==> config.mk <==
export PLATFORM = sky130hd
export DESIGN_NAME = instr_fetch_queue
export DESIGN_NICKNAME = d
export VERILOG_FILES = /design/src/rtl/instr_fetch_queue.sv
export SDC_FILE = /design/constraint.sdc
export NUM_CORES = 1
export LEC_CHECK = 0
export CAP_MARGIN = 20
export CORE_ASPECT_RATIO = 1.25
export CORE_MARGIN = 1.5
export CORE_UTILIZATION = 40
export DETAILED_ROUTE_END_ITERATION = 10
export PLACE_DENSITY = 0.6
export SETUP_SLACK_MARGIN = 0.02
export SLEW_MARGIN = 20
export SYNTH_ARGS = -nofsm -noshare
export SYNTH_HDL_FRONTEND = slang
export SYNTH_SLANG_ARGS = --single-unit
==> constraint.sdc <==
create_clock -name clk -period 6.6 [get_ports clk]
set_input_delay 1.32 -clock clk [delete_from_list [all_inputs] [get_ports clk]]
set_output_delay 1.32 -clock clk [all_outputs]
set_load 0.05 [all_outputs]
==> src/rtl/instr_fetch_queue.sv <==
// Instruction fetcher with a DEPTH-entry queue and FETCH/HOLD/DROP control.
// Define IFQ_BYPASS_EN to forward an acked word straight to Instr when empty.
module instr_fetch_queue #(
    parameter int         DEPTH      = 4,
    parameter logic [7:0] RESET_ADDR = 8'h00
) (
    input  logic        clk,
    input  logic        reset,
    input  logic        Redirect,
    input  logic [7:0]  RedirectAdr,
    output logic        ImemReq,
    output logic [7:0]  ImemAdr,
    input  logic        ImemAck,
    input  logic [15:0] ImemData,
    output logic [15:0] Instr,
    output logic [7:0]  InstrPC,
    output logic        InstrValid,
    input  logic        InstrTake,
    output logic [3:0]  QueueCount
);
    localparam int         AW   = $clog2(DEPTH);
    localparam logic [3:0] FULL = 4'(DEPTH);

    typedef enum logic [1:0] {FETCH, HOLD, DROP} state_t;

    state_t        state;
    logic [7:0]    fetch_ptr;
    logic [7:0]    adr_q;
    logic [15:0]   data_mem [DEPTH];
    logic [7:0]    pc_mem   [DEPTH];
    logic [AW-1:0] rd_ptr;
    logic [AW-1:0] wr_ptr;
    logic [3:0]    count;

    logic empty;
    logic full;
    logic fetch_ack;
    logic byp;
    logic push;
    logic pop;

    assign empty     = count == 4'd0;
    assign full      = count == FULL;
    assign fetch_ack = state == FETCH && ImemAck && !Redirect;
`ifdef IFQ_BYPASS_EN
    assign byp       = fetch_ack && empty;
`else
    assign byp       = 1'b0;
`endif
    assign push      = fetch_ack && !full && !(byp && InstrTake);
    assign pop       = !empty && InstrTake && !Redirect;

    assign ImemReq    = !reset && state != HOLD;
    assign ImemAdr    = reset ? RESET_ADDR : adr_q;
    assign QueueCount = reset ? 4'd0 : count;

    always_comb begin
        InstrValid = 1'b0;
        Instr      = 16'h0000;
        InstrPC    = 8'h00;
        if (!reset && !empty) begin
            InstrValid = 1'b1;
            Instr      = data_mem[rd_ptr];
            InstrPC    = pc_mem[rd_ptr];
        end else if (!reset && byp) begin
            InstrValid = 1'b1;
            Instr      = ImemData;
            InstrPC    = adr_q;
        end
    end

    always_ff @(posedge clk) begin
        if (!reset && push) begin
            data_mem[wr_ptr] <= ImemData;
            pc_mem[wr_ptr]   <= adr_q;
        end
    end

    // adr_q is the address on the bus; in DROP it keeps the abandoned
    // request's address while fetch_ptr already holds the new target.
    always_ff @(posedge clk) begin
        if (reset) begin
            state     <= FETCH;
            fetch_ptr <= RESET_ADDR;
            adr_q     <= RESET_ADDR;
            rd_ptr    <= '0;
            wr_ptr    <= '0;
            count     <= 4'd0;
        end else begin
            if (Redirect) begin
                rd_ptr <= '0;
                wr_ptr <= '0;
                count  <= 4'd0;
            end else begin
                if (push) wr_ptr <= wr_ptr + 1'b1;
                if (pop)  rd_ptr <= rd_ptr + 1'b1;
                count <= count + {3'b000, push} - {3'b000, pop};
            end
            unique case (state)
                FETCH: begin
                    if (Redirect) begin
                        fetch_ptr <= RedirectAdr;
                        if (ImemAck) adr_q <= RedirectAdr;
                        else         state <= DROP;
                    end else if (ImemAck) begin
                        fetch_ptr <= adr_q + 8'd4;
                        adr_q     <= adr_q + 8'd4;
                        if (push && !pop && count == FULL - 4'd1)
                            state <= HOLD;
                    end
                end
                HOLD: begin
                    if (Redirect) begin
                        fetch_ptr <= RedirectAdr;
                        adr_q     <= RedirectAdr;
                        state     <= FETCH;
                    end else if (!full) begin
                        state <= FETCH;
                    end
                end
                DROP: begin
                    if (Redirect) fetch_ptr <= RedirectAdr;
                    if (ImemAck) begin
                        state <= FETCH;
                        adr_q <= Redirect ? RedirectAdr : fetch_ptr;
                    end
                end
                default: state <= FETCH;
            endcase
        end
    end
endmodule

# Word level (Yosys, flattened, before mapping)
# Memories as Yosys holds them, arrays and structs flattened. A register that Yosys moved wholly into a read port is not among the register bits.
# Cells that the tools add are included.
totals:
  inputBits: 29
  n_memories: 2
  mem_bits_ro: 0
  register_bits: 26
  ramBits: 96
  output_inout_bits: 38
  word_cells: 77
  latchBits: 0
mem_list:
  columns: ["name", "depth", "word_bits", "read_ports", "rd_clocked_by_memory_dff", "write_ports", "line", "source"]
  rows:
  - ["data_mem", 4, 16, 1, 1, 1, "29", "logic [15:0] data_mem [DEPTH];"]
  - ["pc_mem", 4, 8, 1, 1, 1, "30", "logic [7:0] pc_mem [DEPTH];"]
op_classes:
  div_mod_pow: 0
  shift: 0
  mul: 0
  reduce_logical: 24
  bitwise_logic: 0
  addsub: 5
  n_mux: 28
  eq_ne: 12
  magnitude_cmp: 0
ops:
  columns: ["operator", "n"]
  rows:
  - ["8-bit two-way mux", 9]
  - ["8-bit one-hot mux with 3 select lines", 1]
  - ["2-bit two-way mux", 11]
  - ["16-bit two-way mux", 1]
  - ["8-bit one-hot mux with 2 select lines", 1]
  - ["1-bit logical AND", 10]
  - ["3-bit inequality test, second input constant", 3]
  - ["8-bit by 3-bit adder with 8-bit output, second input constant", 1]
  - ["2-bit inequality test, second input constant", 3]
  - ["2-bit one-hot mux with 3 select lines", 1]
  - ["1-bit logical NOT", 5]
  - ["5-bit AND reduction", 1]
  - ["2-bit by 1-bit adder with 2-bit output, second input constant", 2]
  - ["4-bit by 1-bit adder with 4-bit output", 1]
  - ["4-bit by 2-bit == test with 1-bit output, second input constant", 1]
  - ["4-bit by 3-bit == test with 1-bit output, second input constant", 1]
  - ["4-bit logical NOT", 1]
  - ["4-bit two-way mux", 1]
  - ["4-bit AND reduction", 1]
  - ["2-bit OR reduction", 2]
  - ["4-bit by 1-bit subtractor with 4-bit output", 1]
  - ["1-bit two-way mux", 3]
  - ["3-bit by 2-bit inequality test with 1-bit output, second input constant", 1]
  - ["3-bit nonzero test", 1]
  - ["6 further kinds", 6]

# Depth between registers and ports, before layout
depth:
  depth_word: 11
  ltp_mapped: 11

# Worst setup path after synthesis
# OpenSTA, ideal clock, no wires.
synth_path:
  path_kind: "input to output"
  from: "input reset"
  to: "output Instr[10]"
  setup_slack_ps: 2561
  path_buffers: 2
  stages: 4
  t_arrival_ps: 2719
  required_ps: 5280
  path_cell_list: "clkbuf_1 -> or2_0 -> clkbuf_1 -> nor2b_1"
synth_via:
  elab_chain_len: 3
synth_rtl:
  columns: ["element", "line", "source"]
  rows:
  - ["from (decl)", "8", "input logic reset,"]
  - ["1-bit logical NOT", "61", "if (!reset && !empty) begin"]
  - ["1-bit logical AND", "61", null]
  - ["16-bit two-way mux", "61", null]
  - ["to (decl)", "15", "output logic [15:0] Instr,"]
# Every way passes these cells.

# Final worst setup path
layout_path:
  from: "input reset"
  to: "output Instr[14]"
# Same word-level chain as after synthesis.

==> impl_metrics.toml <==
[global_routing]
grt_pass1_vias = 3270
overflow = 0
grt_start_max_net_pins = 37
antenna_found_initial = 1
grt_usage_pct = 15.3
grt_pass1_wl_um = 16600

[drt]
remaining_drc_errors = 0
wl_um = 10300
drt_iter0_markers = 140
post_drt_wl_per_cell_um = 16.3
antenna_left = 0
routed_via_density = 5.18
via_count = 3268
drtPass1Iterations = 4

[timing]
worst_pin_slew_ns = 0.954
slew_headroom_pct = 36.0
finalWorstSetupSlack_ns = 1.41
finalSetupViolCount = 0
rsz0062_at_grt = "no"
fin_skew_ns = 0.0123
finalCriticalPeriod_ns = 5.19
fin_crit_sh_pct = 78.7
hold_violations = 0
max_freq_mhz = 193
fin_tns_setup_ns = 0
slew_viol_final = 0
fin_hold_ws_ns = 0.470

[synth]
netlist_top_cells_count = "96 x edfxtp_1, 34 x nor2b_1, 28 x dfxtp_1, 27 x nor2_1, 24 x mux4_2"
synth_flop_cell = "edfxtp_1"
syn_area_um2 = 5450
syn_area_per_cell_um2 = 14.5
yosysSeqAreaShare_pct = 63.2
synth_most_common_cell = "edfxtp_1"
syn_nets = 421
synthCells = 377
synth.top_cells.by_area = "edfxtp_1 53%, dfxtp_1 10%, mux4_2 9.9%"
synth-seq-cells = 124
synth_area_leader_cell = "edfxtp_1"
synth_top_area_share_pct = 52.9
yosysUniqueCellTypes = 46
async_reset_ff_share_pct = 0
ys_warn_count = 0
synth_edf_count = 96

[critical_path]
cp.buffers_inverters = 3
critPathTopFamily = "buffers and inverters"
cp_slowest_stage_delay_ns = 0.78
rrSetupSlack_ns = 3.64
crit_type = "in -> out"
path_depth = 5
cp_max_fo = 36
cp.required_ns = 5.28
worstRegToRegCells = 6
crit_top_cell = "clkdlybuf4s50_1"
crit_chain = "clkdlybuf4s50_1 -> buf_4 -> or2_1 -> and2b_1 -> clkdlybuf4s50_1"
cpMaxStageDelayCell = "or2_1"
end_kind = "output port"
cp.arrival_ns = 3.87
r2r_start = "state[0]"
cp-start-kind = "primary input"
critPathLaunch = "reset"

[place]
gp_congestion = 0.812
dpl.cell_count = 600
pre_cts_ws_ns = 1.37
io_buffers = 66
dp_hpwl_um = 6370

[cells_and_area]
syn2layout_area_growth_pct = 26.6
drive_above_1_share_pct = 15.4
antenna_cells = 0
instances_no_fill = 631
fin_nets = 492

[pwr]
cellLeakagePower_nw = 2.31
design_power_total_w = 0.00203
power_density_nw_per_um2 = 294
ir_drop_uv = 169

[clock_tree]
postCtsHoldBufs = 0
cts_buffers = 17
cts_tree = "done"
clock_path_buffers = 2
cts-root-buf = "clkbuf_16"
htreeDepth = 4
post_cts_buffers = 0
cts_resized = 0
path_clk_slew_ns = 0.06
clk-insertion-delay-late_ns = 0.40
cts_sinks = 124

[floorplanning]
pin_count = 67
die_w_um = 107
die_area_um2 = 14300
die_h_um = 134
coreArea_um2 = 13300
start_util_pct = 41.0
std_cell_rows = 47

[run]
maxCapViolCount = 0

[hold_path]
hp-start = "fetch_ptr[3]"
hold_path_depth = 2
holdCritPathClass = "reg -> reg"

[status]
status = "complete, no violations"
logic make-up after synthesis:
group                    share of synthesized area, %
AO/OA/AOI/OAI                                    7.28
XOR/XNOR                                         1.29
adder cells (fa/ha/maj)                          3.58
buffers and inverters                            3.10
flip-flops                                       63.2
multiplexers                                     11.5
AND/OR/NAND/NOR                                  10.1
path summary, 6_finish.rpt:
kind             endpoint
max             Instr[14]
min          fetch_ptr[3]
max reg2reg  fetch_ptr[1]
min reg2reg  fetch_ptr[3]
per-layer routing:
layer | track usage, % | routed length (um) | vias to the layer above | part of all wire [%]
li1 | - | - | 1559 | -
met3 | 4.55 | 452 | 10 | 4.4
met2 | 24.7 | 4970 | 82 | 48
met5 | 0 | 13 | - | 0.13
met1 | 19.6 | 4760 | 1615 | 46
met4 | 5.41 | 107 | 2 | 1.0
where the power goes:
part	internal (W)	leakage, nW	switching, W	total (W)
Sequential	0.000864	1.10	0.0000186	0.000883
Combinational	0.0000777	0.908	0.000107	0.000185
Clock	0.000631	0.299	0.000328	0.000959
sequential cells by signal, indices dropped and copies added (netlist names), named ones only:
register	count
wr_ptr	2
count	4
state	2
fetch_ptr	8
data_mem	64
pc_mem	32
adr_q	8
rd_ptr	2
placed cells by master (no fill, tap or decap), drive strengths merged, types with 5 or more instances in the layout:
master          n
edfxtp         96
clkinv          6
clkdlybuf4s50  66
dfxtp          28
xnor2           7
a221oi          8
nor2b          34
o22ai           6
nand2          11
a211oi          5
inv            21
a21oi          10
nand3           5
mux4           24
o21ai           8
and2            5
buf             7
clkbuf         17
ha             14
nor2           27
stage by stage:
step / utilization (%) / instance area, um2
2_1_floorplan: - / 5450
3_3_place_gp: 47.3 / 6280
3_5_place_dp: 47.3 / 6280
4_1_cts: 51.9 / 6900
5_1_grt: 51.9 / 6900
6_report: 51.9 / 6900
cell type report:
| cell class | instances | area, um2 |
|---|---|---|
| well taps | 171 | 214 |
| clock inverters | 14 | 194 |
| repair buffers | 73 | 713 |
| multi-input cells | 213 | 1840 |
| clock buffers | 17 | 425 |
| flip-flops and latches | 124 | 3440 |
| inverters | 19 | 71.3 |
| fillers | 1124 | 6390 |
tightest hold or removal path, stage by stage, from the launching register on:
cell and delay, ns:
dfxtp_1 0.31, inv_1 0.05, a221oi_1 0.06
No activity file was read; power rests on OpenSTA's default activity.
